File: config.mk
export PLATFORM = sky130hd
export DESIGN_NAME = instr_fetch_unit
export DESIGN_NICKNAME = d
export VERILOG_FILES = /design/src/rtl/riscv_fetch_pkg.sv /design/src/rtl/fetch_fifo.sv /design/src/rtl/instr_fetch_unit.sv
export SDC_FILE = /design/constraint.sdc
export NUM_CORES = 1
export LEC_CHECK = 0
export BUFFER_PORTS_ARGS = -buffer_cell sky130_fd_sc_hd__clkbuf_2
export CORE_MARGIN = 2
export CORE_UTILIZATION = 55
export DETAILED_ROUTE_END_ITERATION = 12
export GPL_TIMING_DRIVEN = 0
export PLACE_DENSITY = 0.77
export REMOVE_ABC_BUFFERS = 1
export SYNTH_ARGS = -nofsm -noshare
export SYNTH_HDL_FRONTEND = slang
export SYNTH_SLANG_ARGS = --single-unit
File: constraint.sdc
create_clock -name clk -period 3.4 [get_ports clk]
set_clock_uncertainty 0.2 [all_clocks]
set_input_delay 0.68 -clock clk [delete_from_list [all_inputs] [get_ports clk]]
set_output_delay 0.68 -clock clk [all_outputs]
set_load 0.01 [all_outputs]
File: src/rtl/riscv_fetch_pkg.sv
// rtl/riscv_fetch_pkg.sv - shared types and constants for the instruction fetch stage
// Purpose: fetch FSM state encoding, queue entry layout, instruction width and PC step.
package riscv_fetch_pkg;

  localparam int          ILEN   = 32;
  localparam logic [31:0] PC_INC = 32'd4;

  typedef enum logic [1:0] {
    IDLE,
    REQ,
    RESP,
    DROP
  } fetch_state_e;

  typedef struct packed {
    logic [ILEN-1:0] pc;
    logic [ILEN-1:0] instr;
  } fetch_entry_t;

endpackage

File: src/rtl/fetch_fifo.sv
// rtl/fetch_fifo.sv - first-word-fall-through queue of fetched {pc, instr} entries
// Purpose: buffers fetched instructions for decode; head is read combinationally.
// Ports:
//   clk, rst       clock, asynchronous active-low reset
//   i_clear        synchronous flush (wins over push/pop)
//   i_push/i_data  write one entry at the tail
//   i_pop          remove the head (ignored when empty)
//   o_head/o_valid head entry (zero when empty) and non-empty flag
//   o_count        number of stored entries, 0..DEPTH
module fetch_fifo
  import riscv_fetch_pkg::*;
#(
  parameter  int DEPTH = 4,
  localparam int AW    = $clog2(DEPTH),
  localparam int CW    = AW + 1
) (
  input  logic         clk,
  input  logic         rst,
  input  logic         i_clear,
  input  logic         i_push,
  input  fetch_entry_t i_data,
  input  logic         i_pop,
  output fetch_entry_t o_head,
  output logic         o_valid,
  output logic [CW-1:0] o_count
);

  fetch_entry_t  r_mem [DEPTH];
  logic [AW-1:0] r_wr_ptr;
  logic [AW-1:0] r_rd_ptr;
  logic [CW-1:0] r_count;
  logic          w_do_pop;

  assign o_valid  = (r_count != '0);
  assign w_do_pop = i_pop & o_valid;
  assign o_head   = o_valid ? r_mem[r_rd_ptr] : '0;
  assign o_count  = r_count;

  // DEPTH is a power of two, so the pointers wrap on their own.
  always_ff @(posedge clk or negedge rst) begin
    if (!rst) begin
      r_wr_ptr <= '0;
      r_rd_ptr <= '0;
      r_count  <= '0;
    end else if (i_clear) begin
      r_wr_ptr <= '0;
      r_rd_ptr <= '0;
      r_count  <= '0;
    end else begin
      if (i_push)   r_wr_ptr <= r_wr_ptr + AW'(1);
      if (w_do_pop) r_rd_ptr <= r_rd_ptr + AW'(1);
      r_count <= r_count + CW'(i_push) - CW'(w_do_pop);
    end
  end

  always_ff @(posedge clk) begin
    if (i_push && !i_clear) r_mem[r_wr_ptr] <= i_data;
  end

  // The fetch FSM only requests when a slot is free, so a push into a full queue is a design bug.
  a_no_push_when_full: assert property (@(posedge clk) disable iff (!rst)
    !(i_push && !i_clear && !w_do_pop && r_count == CW'(DEPTH)));

endmodule

File: src/rtl/instr_fetch_unit.sv
// rtl/instr_fetch_unit.sv - instruction fetch stage with single-outstanding imem requests
// Purpose: owns the fetch PC, requests instructions one at a time and queues the
// returned {pc, instr} pairs for decode; a redirect flushes everything in flight.
// Ports:
//   clk, rst                  clock, asynchronous active-low reset
//   redirect_i/redirect_pc_i  load a new fetch PC (low two bits dropped) and flush
//   imem_req_o/imem_addr_o    request and its address (always the fetch PC)
//   imem_gnt_i                request accepted this cycle
//   imem_rvalid_i/imem_rdata_i response strobe and instruction word
//   dec_valid_o/dec_pc_o/dec_instr_o/dec_ready_i  queue head handshake towards decode
module instr_fetch_unit
  import riscv_fetch_pkg::*;
#(
  parameter logic [31:0] RESET_PC = 32'h0000_0000,
  parameter int          DEPTH    = 4
) (
  input  logic        clk,
  input  logic        rst,
  input  logic        redirect_i,
  input  logic [31:0] redirect_pc_i,
  output logic        imem_req_o,
  output logic [31:0] imem_addr_o,
  input  logic        imem_gnt_i,
  input  logic        imem_rvalid_i,
  input  logic [31:0] imem_rdata_i,
  output logic        dec_valid_o,
  output logic [31:0] dec_pc_o,
  output logic [31:0] dec_instr_o,
  input  logic        dec_ready_i
);

  localparam int CW = $clog2(DEPTH) + 1;

  fetch_state_e    r_state;
  logic [ILEN-1:0] r_fetch_pc;
  logic [ILEN-1:0] r_resp_pc;

  fetch_entry_t    w_head;
  fetch_entry_t    w_push_entry;
  logic            w_head_valid;
  logic            w_push;
  logic            w_pop;
  logic [CW-1:0]   w_count;
  logic [CW:0]     w_count_next;
  logic            w_space_next;
  logic [31:0]     w_redirect_pc;

  assign imem_req_o  = (r_state == REQ);
  assign imem_addr_o = r_fetch_pc;

  // Decode never sees a head in a redirect cycle, so nothing is popped while flushing.
  assign dec_valid_o = w_head_valid & ~redirect_i;
  assign dec_pc_o    = w_head.pc;
  assign dec_instr_o = w_head.instr;

  assign w_pop         = dec_valid_o & dec_ready_i;
  assign w_push        = (r_state == RESP) & imem_rvalid_i & ~redirect_i;
  assign w_push_entry  = '{pc: r_resp_pc, instr: imem_rdata_i};
  assign w_redirect_pc = redirect_pc_i & ~32'h3;

  // Occupancy after this cycle's push/pop; the extra bit keeps count+1 from wrapping.
  assign w_count_next = {1'b0, w_count} + (CW+1)'(w_push) - (CW+1)'(w_pop);
  assign w_space_next = (w_count_next < (CW+1)'(DEPTH));

  always_ff @(posedge clk or negedge rst) begin
    if (!rst) begin
      r_state    <= IDLE;
      r_fetch_pc <= RESET_PC;
      r_resp_pc  <= '0;
    end else if (redirect_i) begin
      r_fetch_pc <= w_redirect_pc;
      // A granted-but-unreturned request must be drained in DROP before refetching.
      case (r_state)
        REQ:        r_state <= imem_gnt_i ? DROP : REQ;
        RESP, DROP: r_state <= imem_rvalid_i ? REQ : DROP;
        default:    r_state <= REQ;
      endcase
    end else begin
      case (r_state)
        IDLE: if (w_space_next) r_state <= REQ;
        REQ: begin
          if (imem_gnt_i) begin
            r_resp_pc  <= r_fetch_pc;
            r_fetch_pc <= r_fetch_pc + PC_INC;
            r_state    <= RESP;
          end
        end
        RESP: if (imem_rvalid_i) r_state <= w_space_next ? REQ : IDLE;
        DROP: if (imem_rvalid_i) r_state <= REQ;
        default: r_state <= IDLE;
      endcase
    end
  end

  fetch_fifo #(.DEPTH(DEPTH)) u_fifo (
    .clk     (clk),
    .rst     (rst),
    .i_clear (redirect_i),
    .i_push  (w_push),
    .i_data  (w_push_entry),
    .i_pop   (w_pop),
    .o_head  (w_head),
    .o_valid (w_head_valid),
    .o_count (w_count)
  );

endmodule

==> flow_metrics.tcl, run 1 <==
set metrics [dict create \
    outcome "finished, final reports clean" \
    hold_path_class "primary input to flop" \
    area.growth.synth_to_final_pct 18.7 \
    leakagePower_nw 5.42 \
    least_margin_pin_slew_ns 0.868 \
    critical_path.reg2reg.startpoint "u_fifo.o_count[1]" \
    clock_tree_from_tritoncts "yes" \
    floorplan.initialDensity_pct 56.3 \
    required_ns 2.52 \
    criticalPathCategory "primary input to output pin" \
    grt_first_pass_wirelength_um 39100 \
    global_route.usage.total_pct 21.1 \
    rsz0062_at_grt "no" \
    peakVddDrop_mv 0.354 \
    register_area_um2 9180 \
    post_route_cells_drive_above_1_share_pct 35.4 \
    clk-insertion-delay-late_ns 0.56 \
    grt_start_max_net_pins 58 \
    syn-instance-count 727 \
    cap_violations 0 \
    crit_path_start "redirect_i" \
    postRouteAntennaNets 0 \
    worstHoldStart "redirect_pc_i[6]" \
    cts.root.buffer_cell "clkbuf_16" \
    setup_total_negative_slack_ns 0 \
    tritoncts_buffers 31 \
    critPathArrivalTime_ns 2.37 \
    cts.htree.levels 1 \
    drt_iter0_markers 429 \
    vias 7021 \
    grt.overflow.total 0 \
    drt_pass1_iterations 4 \
    cp-start-kind "primary input" \
    preCtsSetupSlack_ns -0.0260 \
    fp.coreArea_um2 22800 \
    post-synth-top-area-cell "edfxtp_1" \
    rows 55 \
    max-slew-margin-rel_pct 41.8 \
    critical_path.n_buffers_inverters 3 \
    design.die.area_um2 24500 \
    area_used_by_multi_input_combinational_logic_um2 3440 \
    post_synth_design_cell_area_um2 12800 \
    synth_edf_count 248 \
    final.min_clock_period_ns 3.25 \
    path_cells "clkbuf_2 > clkinvlp_4 > and2_1 > clkbuf_2" \
    nets 977 \
    netlist_top_cells_area "edfxtp_1 58%, dfrtp_1 13%, mux4_2 11%" \
    viasPerCell 5.69 \
    pwr_density_cell_nw_per_um2 691 \
    final_setup_fails 0 \
    synth-seq-cells 317 \
    synth.lib_cells_used.distinct 42 \
    die-width_um 157 \
    gpl.final_weighted_congestion 0.766 \
    wl_per_cell_um 20.7 \
    max_clock_freq_ghz 0.308 \
    first_global_vias 6984 \
    grt_antenna_before_repair 0 \
    path_common_cell "clkbuf_2" \
    fp.dieH_um 157 \
    async_reset_ff_share_pct 21.8 \
    yosys_warnings 0 \
    dp_hpwl_um 15400 \
    cp-end-kind "output pin" \
    worstPathMaxFanout 37 \
    ios 168 \
    worst_path_largest_cell_delay_ns 0.66 \
    final.fill_count 1572 \
    drt_wl_total_um 25500 \
    n_antenna_cell 0 \
    min_period_over_period_pct 95.6 \
    critical-path-top-delay-family "buffers and inverters" \
    critical_path.slowest_cell "clkinvlp_4" \
    synth_ff_type "edfxtp_1" \
    fin_ws_ns 0.150 \
    clk_transition_reported_paths_ns 0.06 \
    post-route-drc-count 0 \
    io_buffers 161 \
    syn_avg_cell_area_um2 17.6 \
    cts-root-to-sink-buffers 3 \
    seq_area_frac_synth_pct 71.6 \
    synthDominantCellAreaShare_pct 58.1 \
    final_hold_viol_count 0 \
    tritoncts_num_sinks 317 \
    timing.final.max_slew_violations 0 \
]
[sequential cells by signal (all words and copies together) (netlist names)]
signal	count
u_fifo.o_count	3
u_fifo.r_mem	248
u_fifo.r_wr_ptr	2
imem_addr_o	30
u_fifo.r_rd_ptr	2
r_resp_pc	30
r_state	2
[path summary, 6_finish.rpt]
kind                                        to  cells after the start  slack (ns)
setup / recovery                   dec_valid_o                      4        0.15
hold / removal                  imem_addr_o[6]                      3        0.13
setup reg to reg                    r_state[0]                     10        0.50
hold reg to reg            u_fifo.r_mem[2][34]                      0        0.31
max in group asynchronous   u_fifo.r_rd_ptr[1]                      3        2.07
min in group asynchronous        r_resp_pc[18]                      2        0.34
[through the flow]
step	utilization (%)	total power [mW]	instance area, µm²	hold slack [ns]	instances
after CTS	66.8	10.6	15200	0.108	1234
after global routing	66.8	11.0	15200	0.119	1234
after floorplan	-	6.27	12600	0.184	687
after global placement	60.7	7.03	13800	0.293	1161
final	66.8	10.5	15200	0.126	1234
after detailed placement	61.9	7.08	14100	0.303	1170
[cells by family (layout without fill, tap and decap cells)]
logic type / Yosys count / after routing / synth area share, %
flops: 317 / 317 / 71.6
simple gates: 183 / 183 / 8.15
mux: 95 / 95 / 13.8
buf+inv: 55 / 246 / 1.85
compound gates: 50 / 50 / 2.48
xor+xnor: 15 / 15 / 1.02
fa+ha+maj: 11 / 11 / 1.13
other cells: 1 / 4 / 0.0293
[power by group]
| part | switching [mW] | total (mW) | internal (mW) |
|---|---|---|---|
| Sequential | 0.337 | 5.00 | 4.67 |
| Clock | 1.36 | 3.48 | 2.12 |
| Combinational | 0.991 | 2.03 | 1.04 |
[repair_timing]
| item | CTS | global route |
|---|---|---|
| hold buffers | 1 | 0 |
| cloned | 1 | 0 |
| setup endpoints to repair | 32 | 26 |
| gates resized for setup | 1 | 1 |
| hold endpoints to repair | 12 | 0 |
| setup buffers | 4 | 0 |
[worst reg2reg max path, cell delays in order, from the launching register on]
cell	delay, ns
dfrtp_1	0.44
or3_4	0.59
nand2_1	0.21
nor2_1	0.06
ha_1	0.23
inv_1	0.05
ha_1	0.21
and3b_1	0.18
o211ai_1	0.20
nor3b_1	0.26
o31ai_1	0.12
[cells in the final DEF (no fill, tap or decap), drive strengths merged, types with 2 or more instances in the layout]
master,Yosys,routed
a31oi,17,17
bufinv,0,5
or4,14,14
o31ai,12,12
clkbuf,27,203
xor2,7,7
nor2b,2,2
o31a,2,2
xnor2,8,8
mux2i,2,2
and3,3,3
buf,16,13
ha,10,10
nand4,7,7
inv,12,12
mux4,62,62
conb,1,4
and2,67,67
nand2,20,20
mux2,31,31
nand4b,2,2
nor4,6,6
edfxtp,248,248
nand3b,2,2
and3b,2,2
o21ai,16,16
dfrtp,69,69
clkinv,0,9
nand3,16,16
clkinvlp,0,3
nor3,4,4
o211ai,2,2
or3,7,7
nor2,27,27
[Yosys cell counts, drive strengths merged, types with 3 or more instances]
cell type	n
o21ai	16
clkbuf	27
inv	12
or3	7
and2	67
buf	16
nand4	7
xnor2	8
ha	10
nand3	16
dfrtp	69
o31ai	12
nor3	4
xor2	7
mux2	31
or4	14
and3	3
nor2	27
mux4	62
nand2	20
nor4	6
edfxtp	248
a31oi	17
[layout make-up]
| class | count | area share [%] |
|---|---|---|
| Inverter | 12 | 0.321 |
| Sequential cell | 317 | 60.3 |
| Tap cell | 313 | 2.57 |
| Clock inverter | 16 | 1.36 |
| Timing Repair Buffer | 175 | 7.23 |
| Timing Repair inverter | 1 | 0.0329 |
| Multi-Input combinational cell | 358 | 22.6 |
| Clock buffer | 42 | 5.56 |
[metal layers]
layer,vias to the layer above,GRT usage [%],wire (µm)
li1,3180,-,-
met1,3583,29.4,10900
met2,221,36.0,12700
met3,37,2.85,1480
met4,0,4.98,396
met5,-,0,0
Note: power is estimated with default switching activity, not from simulation.
==> run 2, diff against run 1 <==
--- a/config.mk
+++ b/config.mk
@@ -5,7 +5,7 @@
 export SDC_FILE = /design/constraint.sdc
 export NUM_CORES = 1
 export LEC_CHECK = 0
-export BUFFER_PORTS_ARGS = -buffer_cell sky130_fd_sc_hd__clkbuf_2
+export BUFFER_PORTS_ARGS = -buffer_cell sky130_fd_sc_hd__buf_2
 export CORE_MARGIN = 2
 export CORE_UTILIZATION = 55
 export DETAILED_ROUTE_END_ITERATION = 12
==> run 2 against run 1 <==
  * Sequential share of layout area fell by 0.21 points
  * Wire length rose by 1.4%
  * First-iteration DRC count rose by 34%
  * Final area rose by 0.35%
  * Core utilization rose by 0.24 points
  * Sequential power barely moved
  * Critical path depth did not move
  * Global-route usage rose by 0.23 points
  * Combinational power barely moved
  * Non-clock buffer count fell by 2
  * Final cell count barely moved
==> flow_metrics.tcl, run 2 (same netlist as run 1, synthesis figures left out) <==
set metrics [dict create \
    outcome "finished, final reports clean" \
    leakagePower_nw 5.47 \
    nets 978 \
    tritoncts_num_sinks 317 \
    grt.overflow.total 0 \
    clk_transition_reported_paths_ns 0.06 \
    globalRouteMet3Util_pct 4.07 \
    drt_iter0_markers 574 \
    die-width_um 157 \
    fp.coreArea_um2 22800 \
    critical_path.slowest_cell "dfrtp_4" \
    tritoncts_buffers 34 \
    grt_start_max_net_pins 59 \
    most-common-layout-cells "248 x edfxtp_1, 160 x buf_2, 67 x dfrtp_1" \
    cts.root.buffer_cell "clkbuf_16" \
    clk-insertion-delay-late_ns 0.50 \
    cts.htree.levels 2 \
    viasPerCell 5.72 \
    final_hold_viol_count 0 \
    rows 55 \
    design.die.area_um2 24500 \
    hold_path_class "primary input to flop" \
    grt_util_met1_pct 29.4 \
    preCtsSetupSlack_ns 0.0557 \
    global_route.usage.total_pct 21.4 \
    fp.dieH_um 157 \
    pwr_density_cell_nw_per_um2 697 \
    vias 7064 \
    post-route-drc-count 0 \
    dp_hpwl_um 15400 \
    rrSetupSlack_ns 0.26 \
    io_buffers 161 \
    first_global_vias 7038 \
    fin_ws_ns 0.234 \
    max_clock_freq_ghz 0.316 \
    grt_first_pass_wirelength_um 39400 \
    cp-start-kind "flop" \
    clock_tree_from_tritoncts "yes" \
    cp-end-kind "output pin" \
    number_of_flip_flops_under_the_largest_register_name 248 \
    critical_path.n_buffers_inverters 2 \
    largest-register "u_fifo.r_mem" \
    max-slew-margin-rel_pct 42.9 \
    final.min_clock_period_ns 3.17 \
    worst_path_largest_cell_delay_ns 0.64 \
    path_cells "buf_12 > mux4_2 > and2_1 > buf_2" \
    postRouteAntennaNets 0 \
    min_period_over_period_pct 93.1 \
    gpl.final_weighted_congestion 0.760 \
    least_margin_pin_slew_ns 0.851 \
    finalCoreUtilization_pct 67.1 \
    cts-root-to-sink-buffers 3 \
    floorplan.initialDensity_pct 56.3 \
    required_ns 2.52 \
    critPathArrivalTime_ns 2.29 \
    grt_antenna_before_repair 0 \
    grt-busiest-layer "met2" \
    peakVddDrop_mv 0.354 \
    wl_per_cell_um 20.9 \
    drt_pass1_iterations 5 \
    criticalPathCategory "flop to output pin" \
    ios 168 \
    post_route_cells_drive_above_1_share_pct 35.0 \
    drt_wl_total_um 25900 \
    final_common_cell "edfxtp_1" \
    final_setup_fails 0 \
    worstPathMaxFanout 26 \
    area.growth.synth_to_final_pct 19.2 \
    grtUsageMet2_pct 35.2 \
    n_antenna_cell 0 \
    cap_violations 0 \
    critical-path-top-delay-family "flip-flops" \
    rsz0062_at_grt "no" \
    timing.final.max_slew_violations 0 \
]
## run 2: final timing paths
kind / start / to / cells past startpoint
setup / recovery: u_fifo.r_rd_ptr[0] / dec_pc_o[31] / 4
hold / removal: redirect_pc_i[3] / imem_addr_o[3] / 3
hold reg to reg: r_resp_pc[29] / u_fifo.r_mem[0][61] / 0
max in group asynchronous: rst / u_fifo.r_rd_ptr[1] / 3
setup reg to reg: u_fifo.o_count[1] / r_state[0] / 11
min in group asynchronous: rst / imem_addr_o[16] / 2
## run 2: where the power goes
part / leakage, nW / internal [mW] / total, mW / switching (mW)
logic: 1.89 / 1.04 / 2.00 / 0.956
registers: 3.04 / 4.67 / 5.03 / 0.359
clock network: 0.542 / 2.24 / 3.63 / 1.39
## run 2: worst register-to-register path: stages, from the launching register on
cell     delay, ns
dfrtp_1       0.44
or3_2         0.71
buf_12        0.26
nand2_1       0.14
nor2_1        0.06
ha_1          0.22
inv_1         0.05
ha_1          0.21
and3b_1       0.18
nor4_1        0.25
nor3b_1       0.09
o31ai_1       0.24
## run 2: per-layer routing
layer | vias to the layer above | wire length (µm)
li1 | 3189 | -
met2 | 251 | 12800
met1 | 3581 | 11000
met4 | 0 | 515
met5 | - | 0
met3 | 43 | 1520
## run 2: timing repair
item / CTS / global route
setup buffers: 1 / 1
endpoints found under the setup margin: 26 / 28
resized for setup: 0 / 1
hold endpoints to repair: 11 / 0
hold buffers: 1 / 0
cloned: 0 / 1
pin swaps: 0 / 0
## run 2: layout make-up
| cell class | count | area (µm²) |
|---|---|---|
| Timing Repair Buffer | 173 | 1100 |
| Fill cell | 1599 | 7500 |
| Sequential cell | 317 | 9180 |
| Clock inverter | 11 | 129 |
| Timing Repair inverter | 1 | 5.00 |
| Inverter | 12 | 48.8 |
| Multi-Input combinational cell | 358 | 3440 |
| Tap cell | 313 | 392 |
| Clock buffer | 50 | 985 |
## run 2: metrics by stage
step	hold WS [ns]	instances	power (mW)	setup TNS (ns)	area (µm²)
floorplan	0.184	687	6.27	-52.27	12600
global placement	0.289	1161	7.03	-463.10	13800
detailed placement	0.303	1170	7.07	0	14100
CTS	0.167	1233	10.7	0	15200
global route	0.181	1235	11.2	0	15300
finish	0.189	1235	10.7	0	15300
==> run 3, diff against run 2 <==
--- a/config.mk
+++ b/config.mk
@@ -7,10 +7,10 @@
 export LEC_CHECK = 0
 export BUFFER_PORTS_ARGS = -buffer_cell sky130_fd_sc_hd__buf_2
 export CORE_MARGIN = 2
-export CORE_UTILIZATION = 55
+export CORE_UTILIZATION = 25
 export DETAILED_ROUTE_END_ITERATION = 12
 export GPL_TIMING_DRIVEN = 0
-export PLACE_DENSITY = 0.77
+export PLACE_DENSITY = 0.44
 export REMOVE_ABC_BUFFERS = 1
 export SYNTH_ARGS = -nofsm -noshare
 export SYNTH_HDL_FRONTEND = slang
==> run 3 against run 2 <==
  * Maximum frequency is 1.1% lower
  * Power is 4.1% higher
  * First-iteration DRC count is 47% lower
  * Global-route usage is 9.2 points lower
  * Hold slack worse by 0.042 ns
  * Sequential power hardly changed
  * Wire length is 24% higher
  * Combinational power is 4% higher
  * Core utilization is 36 points lower
  * Via count is 0.18% lower
  * Clock power is 10% higher
  * Count of clock-buffer cells in the layout is 2 lower
==> flow_metrics.tcl, run 3 (same netlist as run 1, synthesis figures left out) <==
set metrics [dict create \
    setup_total_negative_slack_ns 0 \
    cts_resized 0 \
    critical_path.reg2reg.startpoint "u_fifo.o_count[1]" \
    crit_path_start "u_fifo.r_rd_ptr[0]" \
    rsz0062_at_grt "no" \
    clock_tree_from_tritoncts "yes" \
    required_ns 2.52 \
    critPathArrivalTime_ns 2.32 \
    max_clock_freq_ghz 0.312 \
    cp-end-kind "output pin" \
    peakVddDrop_mv 0.309 \
    wl_met3_um 1640 \
    hold_path_class "primary input to flop" \
    worstPathMaxFanout 28 \
    path_cells "buf_12 > buf_16 > mux4_2 > and2_1 > buf_2" \
    cap_violations 0 \
    final_hold_viol_count 0 \
    fp.dieH_um 230 \
    drt_wl_total_um 32000 \
    rows 82 \
    clk_transition_reported_paths_ns 0.06 \
    least_margin_pin_slew_ns 0.869 \
    final.min_clock_period_ns 3.20 \
    nets 983 \
    r2r_end "r_state[0]" \
    most-common-layout-cells "248 x edfxtp_1, 160 x buf_2, 67 x dfrtp_1" \
    route.layer.met1.wl_um 14200 \
    area.growth.synth_to_final_pct 23.6 \
    global_route.usage.total_pct 12.2 \
    n_antenna_cell 0 \
    design.die.area_um2 53100 \
    criticalPathCategory "flop to output pin" \
    wl_per_cell_um 20.0 \
    hold_path_depth 3 \
    placedInstanceArea_um2 14600 \
    drt_iter0_markers 307 \
    final_common_cell "edfxtp_1" \
    grt_first_pass_wirelength_um 48000 \
    reg2reg_depth 10 \
    io_buffers 161 \
    ios 168 \
    post-route-drc-count 0 \
    number_of_flip_flops_under_the_largest_register_name 248 \
    tritoncts_buffers 39 \
    vias 7051 \
    wl_met2_um 15500 \
    min_period_over_period_pct 94.1 \
    gpl.final_weighted_congestion 0.692 \
    tritoncts_num_sinks 317 \
    largest-register "u_fifo.r_mem" \
    drt_pass1_iterations 4 \
    pwr_density_cell_nw_per_um2 699 \
    final_setup_fails 0 \
    outcome "finished, final reports clean" \
    grt.overflow.total 0 \
    final.fill_count 5008 \
    timing.final.max_slew_violations 0 \
    post_route_cells_drive_above_1_share_pct 36.3 \
    final.hold.worst_slack_ns 0.146 \
    cts-root-to-sink-buffers 3 \
    timing.critical_path.depth 5 \
    cts.htree.levels 2 \
    die-width_um 230 \
    critical_path.n_buffers_inverters 3 \
    cp-start-kind "flop" \
    crit_path_capture "dec_pc_o[9]" \
    first_global_vias 7514 \
    viasPerCell 4.40 \
    fp.coreArea_um2 50400 \
    layout.cell_area.non_filler_um2 15800 \
    cts.root.buffer_cell "clkbuf_16" \
    maxUsedRoutingLayer "met5" \
    max-slew-margin-rel_pct 41.5 \
    postRouteAntennaNets 0 \
    worst_path_largest_cell_delay_ns 0.52 \
    clk-insertion-delay-late_ns 0.54 \
    floorplan.initialDensity_pct 25.4 \
    grt_antenna_before_repair 2 \
    critical_path.slowest_cell "mux4_2" \
    dp_hpwl_um 20000 \
    critical-path-top-delay-family "buffers and inverters" \
    leakagePower_nw 5.55 \
    grt_start_max_net_pins 56 \
    rrSetupSlack_ns 0.78 \
]
run 3: cell types whose count changed in the layout (fill, tap and decap cells not counted), moves of 2 or more:
cell,delta
clkbuf_16,+3
inv_6,+2
clkbuf_8,+3
clkbuf_1,-8
clkinv_2,+8
run 3: how the worst min path moves through the flow:
| stage | startpoint | slack (ns) | to |
|---|---|---|---|
| floorplan | rst | 0.18 | imem_addr_o[10] |
| global placement | r_resp_pc[30] | 0.30 | u_fifo.r_mem[3][62] |
| detailed placement | r_resp_pc[28] | 0.30 | u_fifo.r_mem[3][60] |
| CTS | redirect_pc_i[6] | 0.10 | imem_addr_o[6] |
| global route | redirect_pc_i[6] | 0.12 | imem_addr_o[6] |
| finish | redirect_pc_i[6] | 0.15 | imem_addr_o[6] |
run 3: cell type report:
cell class	count	area, µm²	area share, %
flip-flops and latches	317	9180	57.9
multi-input cells	358	3440	21.7
repair buffers	174	1110	6.98
clock buffers	48	1070	6.76
well taps	672	841	5.31
clock inverters	21	163	1.03
inverters	12	45.0	0.284
run 3: layer usage:
metal	vias to the layer above	global-route usage, %
li1	3185	-
met1	3657	15.8
met2	156	20.1
met3	51	3.09
met4	2	3.37
met5	-	0
run 3: power breakdown:
part	internal [mW]	total (mW)	switching, mW
Clock	2.39	4.00	1.61
Combinational	1.04	2.09	1.04
Sequential	4.67	5.00	0.331
Total	8.10	11.1	2.98
run 3: stage by stage:
step / util (%) / setup slack (ns) / cells / power, mW
floorplan: - / -0.843 / 687 / 6.27
global placement: 28.4 / -2.57 / 1520 / 7.31
detailed placement: 29.0 / 0.205 / 1531 / 7.25
CTS: 31.5 / 0.0844 / 1602 / 11.4
global route: 31.5 / 0.0562 / 1602 / 11.7
finish: 31.5 / 0.199 / 1602 / 11.1
run 3: timing repair:
action	CTS	global route
setup buffers	1	0
hold endpoints to repair	31	0
hold buffers	1	0
endpoints found under the setup margin	33	0
run 3: tightest hold or removal path: stages:
cell     delay (ns)
buf_2          0.07
nand2_1        0.04
o21ai_0        0.06
